==> src/rtl/btb_write_scheduler_if.sv <==
// BTB write scheduler bus: pipe update requests and flush in, BTB write port and status out.
interface btb_write_scheduler_if #(
  parameter int unsigned REQ_NUM     = 2,
  parameter int unsigned QUEUE_DEPTH = 4,
  parameter int unsigned INDEX_WIDTH = 9,
  parameter int unsigned ENTRY_WIDTH = 40
) ();

  logic [REQ_NUM-1:0]             reqValid;
  logic [REQ_NUM*INDEX_WIDTH-1:0] reqIndex;
  logic [REQ_NUM*ENTRY_WIDTH-1:0] reqEntry;
  logic                           flushReq;

  logic                           btbWE;
  logic [INDEX_WIDTH-1:0]         btbWA;
  logic [ENTRY_WIDTH-1:0]         btbWV;
  logic                           busy;
  logic [$clog2(QUEUE_DEPTH):0]   queueCount;
  logic [15:0]                    dropCount;

  // Requester / observer side.
  modport master (
    output reqValid, reqIndex, reqEntry, flushReq,
    input  btbWE, btbWA, btbWV, busy, queueCount, dropCount
  );

  // Scheduler side.
  modport slave (
    input  reqValid, reqIndex, reqEntry, flushReq,
    output btbWE, btbWA, btbWV, busy, queueCount, dropCount
  );

endinterface

==> src/rtl/btb_write_scheduler.sv <==
// Owns the single BTB write port: invalidation sweeps after reset/flush, then direct writes of
// taken-branch updates with overflow lanes buffered in a small FIFO and drained one per cycle.
module btb_write_scheduler #(
  parameter int unsigned REQ_NUM     = 2,
  parameter int unsigned QUEUE_DEPTH = 4,
  parameter int unsigned INDEX_WIDTH = 9,
  parameter int unsigned ENTRY_WIDTH = 40
) (
  input logic                clk,
  input logic                rst_n,
  btb_write_scheduler_if.slave bus
);

  localparam int unsigned PTR_W = $clog2(QUEUE_DEPTH);
  localparam int unsigned CNT_W = PTR_W + 1;
  localparam int unsigned REC_W = INDEX_WIDTH + ENTRY_WIDTH;

  typedef enum logic [1:0] {StInit, StRun, StFlush} state_e;

  state_e                 r_state, w_state_d;
  logic [INDEX_WIDTH-1:0] r_sweep_idx, w_sweep_idx_d;
  logic [PTR_W-1:0]       r_head, w_head_d;
  logic [PTR_W-1:0]       r_tail, w_tail_d;
  logic [CNT_W-1:0]       r_count, w_count_d;
  logic [15:0]            r_drop, w_drop_d;
  logic [REC_W-1:0]       r_mem [QUEUE_DEPTH];

  logic [REQ_NUM-1:0]     w_keep;
  logic [REQ_NUM-1:0]     w_push_en;
  logic [PTR_W-1:0]       w_push_ptr [REQ_NUM];
  logic                   w_we;
  logic [INDEX_WIDTH-1:0] w_wa;
  logic [ENTRY_WIDTH-1:0] w_wv;
  logic [REC_W-1:0]       w_head_rec;

  assign w_head_rec = r_mem[r_head];

  // A lane survives unless a younger (higher) valid lane targets the same index.
  always_comb begin
    w_keep = '0;
    for (int unsigned i = 0; i < REQ_NUM; i++) begin
      w_keep[i] = bus.reqValid[i];
      for (int unsigned j = i + 1; j < REQ_NUM; j++) begin
        if (bus.reqValid[j] &&
            (bus.reqIndex[j*INDEX_WIDTH +: INDEX_WIDTH] ==
             bus.reqIndex[i*INDEX_WIDTH +: INDEX_WIDTH])) begin
          w_keep[i] = 1'b0;
        end
      end
    end
  end

  // Next-state, FIFO bookkeeping and write-port selection.
  always_comb begin : next_state
    logic               pop;
    logic               found;
    logic [REQ_NUM-1:0] direct;
    logic [PTR_W-1:0]   tail;
    logic [16:0]        drop_sum;
    int unsigned        free_slots;
    int unsigned        pushed;
    int unsigned        drops;

    w_state_d     = r_state;
    w_sweep_idx_d = r_sweep_idx;
    w_head_d      = r_head;
    w_tail_d      = r_tail;
    w_count_d     = r_count;
    w_drop_d      = r_drop;
    w_push_en     = '0;
    w_push_ptr    = '{default: '0};
    w_we          = 1'b0;
    w_wa          = '0;
    w_wv          = '0;
    pop           = 1'b0;
    found         = 1'b0;
    direct        = '0;
    tail          = r_tail;
    drop_sum      = '0;
    free_slots    = 0;
    pushed        = 0;
    drops         = 0;

    unique case (r_state)
      StInit, StFlush: begin
        w_we = 1'b1;
        w_wa = r_sweep_idx;
        w_wv = '0;
        if (bus.flushReq) begin
          w_sweep_idx_d = '0;
        end else if (r_sweep_idx == {INDEX_WIDTH{1'b1}}) begin
          w_state_d     = StRun;
          w_sweep_idx_d = '0;
        end else begin
          w_sweep_idx_d = r_sweep_idx + 1'b1;
        end
      end
      StRun: begin
        pop = (r_count != '0);
        if (pop) begin
          w_we     = 1'b1;
          w_wa     = w_head_rec[ENTRY_WIDTH +: INDEX_WIDTH];
          w_wv     = w_head_rec[ENTRY_WIDTH-1:0];
          w_head_d = r_head + 1'b1;
        end else begin
          // Empty FIFO: the lowest surviving lane bypasses straight to the port.
          for (int unsigned i = 0; i < REQ_NUM; i++) begin
            if (w_keep[i] && !found) begin
              found     = 1'b1;
              direct[i] = 1'b1;
              w_we      = 1'b1;
              w_wa      = bus.reqIndex[i*INDEX_WIDTH +: INDEX_WIDTH];
              w_wv      = bus.reqEntry[i*ENTRY_WIDTH +: ENTRY_WIDTH];
            end
          end
        end

        // Capacity counts the slot freed by this cycle's pop.
        free_slots = QUEUE_DEPTH - 32'(r_count) + 32'(pop);
        if (!bus.flushReq) begin
          for (int unsigned i = 0; i < REQ_NUM; i++) begin
            if (w_keep[i] && !direct[i]) begin
              if (pushed < free_slots) begin
                w_push_en[i]  = 1'b1;
                w_push_ptr[i] = tail;
                tail          = tail + 1'b1;
                pushed        = pushed + 1;
              end else begin
                drops = drops + 1;
              end
            end
          end
        end
        w_tail_d  = tail;
        w_count_d = CNT_W'(32'(r_count) - 32'(pop) + pushed);
        drop_sum  = {1'b0, r_drop} + 17'(drops);
        w_drop_d  = drop_sum[16] ? 16'hFFFF : drop_sum[15:0];

        if (bus.flushReq) begin
          w_state_d     = StFlush;
          w_sweep_idx_d = '0;
          w_head_d      = '0;
          w_tail_d      = '0;
          w_count_d     = '0;
        end
      end
      default: begin
        w_state_d     = StInit;
        w_sweep_idx_d = '0;
      end
    endcase
  end

  // Control state with asynchronous reset back into the post-reset sweep.
  always_ff @(posedge clk or negedge rst_n) begin
    if (!rst_n) begin
      r_state     <= StInit;
      r_sweep_idx <= '0;
      r_head      <= '0;
      r_tail      <= '0;
      r_count     <= '0;
      r_drop      <= '0;
    end else begin
      r_state     <= w_state_d;
      r_sweep_idx <= w_sweep_idx_d;
      r_head      <= w_head_d;
      r_tail      <= w_tail_d;
      r_count     <= w_count_d;
      r_drop      <= w_drop_d;
    end
  end

  // FIFO storage; contents are meaningless outside head..tail so no reset is needed.
  always_ff @(posedge clk) begin
    for (int unsigned i = 0; i < REQ_NUM; i++) begin
      if (w_push_en[i]) begin
        r_mem[w_push_ptr[i]] <= {bus.reqIndex[i*INDEX_WIDTH +: INDEX_WIDTH],
                                 bus.reqEntry[i*ENTRY_WIDTH +: ENTRY_WIDTH]};
      end
    end
  end

  assign bus.btbWE      = w_we;
  assign bus.btbWA      = w_wa;
  assign bus.btbWV      = w_wv;
  assign bus.busy       = (r_state != StRun);
  assign bus.queueCount = r_count;
  assign bus.dropCount  = r_drop;

endmodule

==> src/flat_wrapper.sv <==
// flat-port wrapper written by rule: the top's interface ports become plain ports
module btb_write_scheduler_flat 
#(
  parameter int unsigned REQ_NUM     = 2,
  parameter int unsigned QUEUE_DEPTH = 4,
  parameter int unsigned INDEX_WIDTH = 9,
  parameter int unsigned ENTRY_WIDTH = 40
)
  (clk, rst_n, bus_reqValid, bus_reqIndex, bus_reqEntry, bus_flushReq, bus_btbWE, bus_btbWA, bus_btbWV, bus_busy, bus_queueCount, bus_dropCount);
  btb_write_scheduler_if #(.REQ_NUM(REQ_NUM), .QUEUE_DEPTH(QUEUE_DEPTH), .INDEX_WIDTH(INDEX_WIDTH), .ENTRY_WIDTH(ENTRY_WIDTH)) bus_i ();
  input logic clk;
  input logic rst_n;
  input wire logic [$bits(bus_i.reqValid)-1:0] bus_reqValid;
  input wire logic [$bits(bus_i.reqIndex)-1:0] bus_reqIndex;
  input wire logic [$bits(bus_i.reqEntry)-1:0] bus_reqEntry;
  input wire logic [$bits(bus_i.flushReq)-1:0] bus_flushReq;
  output wire logic [$bits(bus_i.btbWE)-1:0] bus_btbWE;
  output wire logic [$bits(bus_i.btbWA)-1:0] bus_btbWA;
  output wire logic [$bits(bus_i.btbWV)-1:0] bus_btbWV;
  output wire logic [$bits(bus_i.busy)-1:0] bus_busy;
  output wire logic [$bits(bus_i.queueCount)-1:0] bus_queueCount;
  output wire logic [$bits(bus_i.dropCount)-1:0] bus_dropCount;
  assign bus_i.reqValid = bus_reqValid;
  assign bus_i.reqIndex = bus_reqIndex;
  assign bus_i.reqEntry = bus_reqEntry;
  assign bus_i.flushReq = bus_flushReq;
  assign bus_btbWE = bus_i.btbWE;
  assign bus_btbWA = bus_i.btbWA;
  assign bus_btbWV = bus_i.btbWV;
  assign bus_busy = bus_i.busy;
  assign bus_queueCount = bus_i.queueCount;
  assign bus_dropCount = bus_i.dropCount;
  btb_write_scheduler #(.REQ_NUM(REQ_NUM), .QUEUE_DEPTH(QUEUE_DEPTH), .INDEX_WIDTH(INDEX_WIDTH), .ENTRY_WIDTH(ENTRY_WIDTH)) u_core (.clk(clk), .rst_n(rst_n), .bus(bus_i));
endmodule
==> config.mk <==
export PLATFORM = sky130hd
export DESIGN_NAME = btb_write_scheduler_flat
export DESIGN_NICKNAME = d
export VERILOG_FILES = /design/src/rtl/btb_write_scheduler_if.sv /design/src/rtl/btb_write_scheduler.sv /design/src/flat_wrapper.sv
export SDC_FILE = /design/constraint.sdc
export NUM_CORES = 1
export LEC_CHECK = 0
export BUFFER_PORTS_ARGS = -buffer_cell sky130_fd_sc_hd__buf_2
export CORE_ASPECT_RATIO = 0.8
export CORE_MARGIN = 10
export CORE_UTILIZATION = 50
export DETAILED_ROUTE_END_ITERATION = 10
export MAX_ROUTING_LAYER = met4
export PLACE_DENSITY = 0.74
export SETUP_SLACK_MARGIN = 0.3
export SYNTH_ARGS = -nofsm -noshare
export SYNTH_HDL_FRONTEND = slang
export SYNTH_SLANG_ARGS = --single-unit
export TNS_END_PERCENT = 5
==> constraint.sdc <==
create_clock -name clk -period 13.9 [get_ports clk]
set_input_delay 4.17 -clock clk [delete_from_list [all_inputs] [get_ports clk]]
set_output_delay 4.17 -clock clk [all_outputs]
set_load 0.02 [all_outputs]
==> results of run 1 <==
[cells in the mapped netlist, types with 4 or more instances]
cell type	instances	area (µm²)
a21oi_1	7	35.0
mux2_2	169	1900
inv_1	23	86.3
or3_1	4	25.0
dfrtp_1	34	851
and3_1	8	50.1
nand4_1	6	37.5
buf_2	20	100
mux2_1	28	315
nor3_1	5	25.0
o22ai_1	9	56.3
nand3_1	69	345
clkbuf_1	45	169
a311oi_1	40	350
xor2_1	8	70.1
ha_1	15	188
a31oi_1	4	25.0
nor2_1	54	203
buf_1	8	30.0
xnor2_1	13	114
edfxtp_1	196	5890
o21ai_0	39	195
nor2b_1	5	31.3
mux4_2	49	1100
nand2_1	91	342
[state kept, by name, indices dropped and copies added, names as in the netlist]
signal / count
u_core.bus.queueCount: 3
u_core.r_tail: 2
u_core.bus.dropCount: 16
u_core.r_head: 2
u_core.r_mem: 196
u_core.r_state: 2
u_core.r_sweep_idx: 9
[metrics by stage]
step / cell area, µm² / cells / setup slack, ns
finish: 14700 / 1464 / 2.95
global route: 14700 / 1462 / 2.77
CTS: 14700 / 1459 / 2.95
detailed placement: 14000 / 1417 / 2.96
global placement: 14000 / 1417 / 3.01
floorplan: 12800 / 974 / 3.15
[power groups by stage]
| stage | clock [W] | sequential [W] | combinational (W) |
|---|---|---|---|
| 2_1_floorplan | 0 | 0.000772 | 0.000125 |
| 3_3_place_gp | 0 | 0.000778 | 0.000186 |
| 3_5_place_dp | 0 | 0.000778 | 0.000191 |
| 4_1_cts | 0.000642 | 0.000763 | 0.000192 |
| 5_1_grt | 0.000671 | 0.000764 | 0.000214 |
| 6_report | 0.000628 | 0.000763 | 0.000193 |
[metal layers]
layer	vias up	global-route usage	share of wire
met5	-	-	0
li1	4069	-	-
met4	0	0.0360	0.012
met3	38	0.0417	0.076
met2	325	0.337	0.48
met1	4433	0.278	0.43
[cells in the final DEF, fill, tap and decap left out, types with 4 or more instances in the layout]
cell	netlist	final
dfrtp_1	34	32
nor2b_1	5	4
ha_1	15	15
diode_2	0	5
o22ai_1	9	9
nor3_1	5	5
clkinv_2	0	7
buf_4	0	20
a31oi_1	4	4
mux2_2	169	169
edfxtp_1	196	196
o21ai_0	39	37
mux4_2	49	49
nand2_1	91	91
nand4_1	6	6
buf_2	20	172
clkbuf_16	0	25
and3_1	8	8
xor2_1	8	8
nand3_1	69	67
a311oi_1	40	40
inv_1	23	22
or3_1	4	4
a21oi_1	7	7
mux2_1	28	28
nor2_1	54	54
xnor2_1	13	13
[worst max-delay path, delay by kind of cell]
family | cells | cell delay, ns
buffers and inverters | 5 | 1.63
AO/OA/AOI/OAI | 2 | 0.82
AND/OR/NAND/NOR | 1 | 0.14
[worst max path at each step]
stage                         start                 end
finish              bus_reqValid[1]        bus_btbWV[0]
global route        bus_reqValid[1]        bus_btbWV[0]
CTS                 bus_reqValid[1]        bus_btbWV[0]
detailed placement  bus_reqValid[1]        bus_btbWV[0]
global placement    bus_reqValid[1]        bus_btbWV[0]
floorplan           bus_reqValid[1]  u_core.r_mem[0][0]
[cell type report]
class,instances,area [µm²]
clock inverters,14,128
multi-input cells,648,5710
clock buffers,28,637
fillers,2085,10500
flip-flops and latches,230,6740
well taps,324,405
inverters,23,86.3
diodes,5,12.5
repair buffers,192,1010
[kinds of logic (layout without fill, tap and decap cells)]
kind of cell | Yosys count | count (layout) | synth area share
AND/OR/NAND/NOR | 250 | 250 | 0.0874
multiplexers | 247 | 247 | 0.261
flip-flops | 230 | 230 | 0.528
AO/OA/AOI/OAI | 113 | 113 | 0.0613
buffers and inverters | 96 | 257 | 0.0302
XOR/XNOR | 21 | 21 | 0.0144
adder cells (fa/ha/maj) | 17 | 17 | 0.0178
other | 0 | 5 | 0
==> run summary, run 1 <==
Result of the run - complete, no violations
Part of the power in the clock network - 0.396
Synth async-reset ratio - 0.148
Maximum clock path buffer count - 3
Endpoint, Worst Hold - u_core.r_sweep_idx[7]
Portion of the post-synthesis area used by sequential elements - 0.528
Die width - 199 µm
Switching power of the nets - 0.000385 W
Routed via count - 8,865
Slew of the pin with the lowest slew margin - 0.817 ns
Launching point of the worst reg2reg path - u_core.bus.queueCount[1]
Number of nets in the synthesized netlist - 1,094
Average cell area after synthesis - 13.1 µm²
Setup slack on the worst flop-to-flop path - 7.93 ns
Unique cell type count in the Yosys netlist - 42
Post-synth top flop - edfxtp_1
Highest clock frequency the design can meet - 91.3 MHz
Maximum number of pins on one net before global-route repair - 56
Share of the cycle needed by the critical path after routing - 0.788
Antenna violations before repair - 3
Syn. warnings - 0
Cell-by-cell listing of the critical path - buf_2 -> buf_4 -> inv_1 -> o41ai_4 -> buf_4 -> nand3_1 -> a311oi_1 -> buf_2
RSZ-0062 raised after global routing - false
Share of final-layout standard cells stronger than drive strength 1 - 0.405
First-iteration detailed-routing DRC count - 706
Sink count of the clock tree - 230
Number of enable-type register cells in the synthesized netlist - 196
Max Slew Vio Count - 0
Post-CTS clock slew at the launch and capture registers of the worst setup and hold paths - 0.05 ns
Total clock buffers created by CTS - 24
Final Hold Fails - 0
Number of hold buffers added after cts - 0
Clock skew after layout - 0.0140 ns
Worst path arrival time - 6.78 ns
FF-to-FF path depth - 18
Class of the most critical setup path - input port to primary output
Worst min-delay path class - flop to flop
Time the final worst path needs with I/O delays and setup - 10.95 ns
Worst hold slack across all endpoints - 0.505 ns
Cell area after technology mapping - 0.0128 mm²
Cell depth of the worst hold path - 1
Power density cells - 108 mW/mm²
Core footprint - 0.0252 mm²
CP max FO - 55
Number of core rows - 52
Headroom to the max-slew limit - 0.451
IR drop worst, VDD - 0.0000779 V
Total chip power - 0.00158 W
Sw Share - 0.243
Worst flop-to-flop path endpoint - u_core.r_mem[0][6]
Nets - 1,239
Detailed placement HPWL - 20,900 µm
Aggregate global-route resource usage - 0.211
Top-level I/O count - 173
CTS H-Tree Depth - 1
Worst stage delay on the critical path - 0.57 ns
Via count of the first global-routing pass - 9,232
Hold wc startpoint - u_core.r_sweep_idx[7]
Die ar. - 0.0324 mm²
Count of antenna-violating nets left after detailed routing - 0
Wire length per cell after detailed routing - 22.7 µm
Wire length of the first global-routing pass - 52,800 µm
Effective utilization at floorplan - 0.506
Routability Congestion - 0.811
Post-synthesis sequential element count - 230
Number of buffers added for setup after CTS - 0
Leakage component of the power - 5.53 nW
Wire length after detailed routing - 33,200 µm
Clock Tree Root - clkbuf_16
CP endpoint kind - primary output
Core utilization of the finished layout - 0.583
Standard cell with the maximum stage delay on the critical path - buf_4
DRC violation count after routing - 0
Power share of the combinational group - 0.122
Via-to-Cell Ratio - 6.06
Critical path startpoint category - input port
Clock tree from TritonCTS - yes
Clock network latency to the later pin of the worst-skew pair - 0.52 ns
Die boundary height - 163 µm
Cell count after synthesis - 974
Port Buffers - 172
Pint - 0.00120 W
Required time at the worst-slack endpoint - 9.73 ns
Total of endpoints with negative setup slack in the final report - 0
Syn-to-layout area delta - 15.4%
Length of the first detailed-routing pass in iterations - 5
Number of instances resized during post-cts repair - 0
Overall overflow remaining after global route - 0
# Max-Cap Violations - 0
Sequential group share of total power - 0.482
Sum of negative setup slack - 0 ns
Power figures use the tool's default switching activity.
==> run 2, diff against run 1 <==
==> constraint.sdc (replaced) <==
create_clock -name clk -period 10.4 [get_ports clk]
set_input_delay 3.12 -clock clk [delete_from_list [all_inputs] [get_ports clk]]
set_output_delay 3.12 -clock clk [all_outputs]
set_load 0.02 [all_outputs]
==> run 2 against run 1 <==
Against the previous run: register-to-register slack lost 3.6 ns; first-iteration DRC count is 0.14% lower; largest power group unchanged; highest routed layer unchanged; sequential share of layout area fell by 0.10 points; critical path type unchanged; largest cell class unchanged.
==> run summary, run 2 (synthesized netlist as in run 1, its figures left out) <==
Max Slew Vio Count - 0
Sequential cell area - 0.00674 mm²
Multi-input gate area in the final layout - 0.00571 mm²
Maximum number of pins on one net before global-route repair - 65
Number of core rows - 52
Worst min-delay path class - flop to flop
Die boundary height - 163 µm
Die ar. - 0.0324 mm²
Power share of the combinational group - 0.118
Total of endpoints with negative setup slack in the final report - 0
Routability Congestion - 0.834
IR drop worst, VDD - 0.000148 V
Maximum clock path buffer count - 3
Clock Tree Root - clkbuf_16
Clock skew after layout - 0.00951 ns
Die width - 199 µm
Post-CTS clock slew at the launch and capture registers of the worst setup and hold paths - 0.06 ns
Via-to-Cell Ratio - 6.02
Share of the cycle needed by the critical path after routing - 0.823
CP max FO - 50
Detailed placement HPWL - 20,400 µm
# Max-Cap Violations - 0
Leakage component of the power - 5.53 nW
Result of the run - complete, no violations
Length of the first detailed-routing pass in iterations - 5
Clock network latency to the later pin of the worst-skew pair - 0.51 ns
Required time at the worst-slack endpoint - 7.28 ns
CP endpoint kind - primary output
Commonest non-fill, non-tap cells in the layout - edfxtp_1, buf_2, mux2_2
Routed via count - 8,848
Sum of negative setup slack - 0 ns
Part of the power in the clock network - 0.406
Core footprint - 0.0252 mm²
Total clock buffers created by CTS - 25
Via count of the first global-routing pass - 8,987
Critical path startpoint category - input port
Nets - 1,238
Antenna violations before repair - 8
Worst path arrival time - 5.44 ns
RSZ-0062 raised after global routing - false
Launching point of the worst reg2reg path - u_core.bus.queueCount[1]
Highest clock frequency the design can meet - 117 MHz
Final Hold Fails - 0
Sink count of the clock tree - 230
Time the final worst path needs with I/O delays and setup - 8.56 ns
Slew of the pin with the lowest slew margin - 1.19 ns
Number of hold buffers added after cts - 0
Effective utilization at floorplan - 0.506
Most common cell after layout, fill and taps aside - edfxtp_1
Number of buffers added for setup after CTS - 0
Worst hold slack across all endpoints - 0.503 ns
FF-to-FF path depth - 21
Port Buffers - 172
Switching power of the nets - 0.000509 W
Worst flop-to-flop path endpoint - u_core.bus.dropCount[7]
Wire length after detailed routing - 33,100 µm
Sequential group share of total power - 0.476
Power density cells - 145 mW/mm²
First-iteration detailed-routing DRC count - 705
CP Capture Point - bus_btbWV[0]
Sw Share - 0.238
Count of antenna-violating nets left after detailed routing - 0
Class of the most critical setup path - input port to primary output
Clock tree from TritonCTS - yes
Number of instances resized during post-cts repair - 0
DRC violation count after routing - 0
Headroom to the max-slew limit - 0.204
Pint - 0.00163 W
Launching instance or port of the critical path - bus_reqIndex[9]
Syn-to-layout area delta - 15.7%
Flip-flop count of the largest register, all copies and words added - 196
Wire length per cell after detailed routing - 22.5 µm
Top-level I/O count - 173
Overall overflow remaining after global route - 0
Aggregate global-route resource usage - 0.207
Share of final-layout standard cells stronger than drive strength 1 - 0.402
CTS H-Tree Depth - 1
Wire length of the first global-routing pass - 51,700 µm
Fill cell total of the finished layout - 2,011
Setup slack on the worst flop-to-flop path - 4.31 ns
==> run 2: per-layer routing <==
layer | GRT usage | up-vias | part of all wire
li1 | - | 4067 | -
met1 | 0.272 | 4397 | 0.43
met2 | 0.327 | 350 | 0.47
met3 | 0.0473 | 34 | 0.085
met4 | 0.0370 | 0 | 0.011
met5 | - | - | 0
==> run 2: layout make-up <==
cell class	count	share of cell area
clock inverters	4	0.00322
well taps	324	0.0275
clock buffers	41	0.0512
repair buffers	190	0.0675
flip-flops and latches	230	0.457
diodes	9	0.00153
inverters	23	0.00585
multi-input cells	648	0.387
==> run 2: through the flow <==
step	utilization	instance area [µm²]	cells	setup WS (ns)	power [W]
3_3_place_gp	0.552	13900	1415	1.85	0.00128
4_1_cts	0.584	14700	1460	1.84	0.00216
5_1_grt	0.585	14800	1468	1.74	0.00222
3_5_place_dp	0.552	13900	1415	1.84	0.00129
6_report	0.585	14800	1469	1.84	0.00214
2_1_floorplan	-	12800	974	0.696	0.00120
==> run 2: how the worst min path moves through the flow <==
stage | startpoint | endpoint | slack, ns | depth (start not counted)
4_1_cts | u_core.r_sweep_idx[7] | u_core.r_sweep_idx[7] | 0.51 | 1
6_report | u_core.r_sweep_idx[7] | u_core.r_sweep_idx[7] | 0.50 | 1
2_1_floorplan | u_core.r_sweep_idx[7] | u_core.r_sweep_idx[7] | 0.46 | 1
3_3_place_gp | u_core.r_sweep_idx[2] | u_core.r_sweep_idx[2] | 0.50 | 1
5_1_grt | u_core.r_sweep_idx[7] | u_core.r_sweep_idx[7] | 0.55 | 1
3_5_place_dp | u_core.r_sweep_idx[7] | u_core.r_sweep_idx[7] | 0.50 | 1
==> run 2: power by group through the flow <==
stage	logic, W	registers, W	clock network [W]
3_5_place_dp	0.000252	0.00104	0
4_1_cts	0.000253	0.00102	0.000885
3_3_place_gp	0.000245	0.00104	0
6_report	0.000252	0.00102	0.000870
5_1_grt	0.000281	0.00102	0.000919
2_1_floorplan	0.000168	0.00103	0
==> run 2: worst max-delay path, stage by stage <==
cell and delay [ns]:
buf_2 0.14, xnor2_1 0.15, nand4_1 0.19, o41a_2 0.97
nand2_1 0.11, a311oi_1 0.50, buf_2 0.26
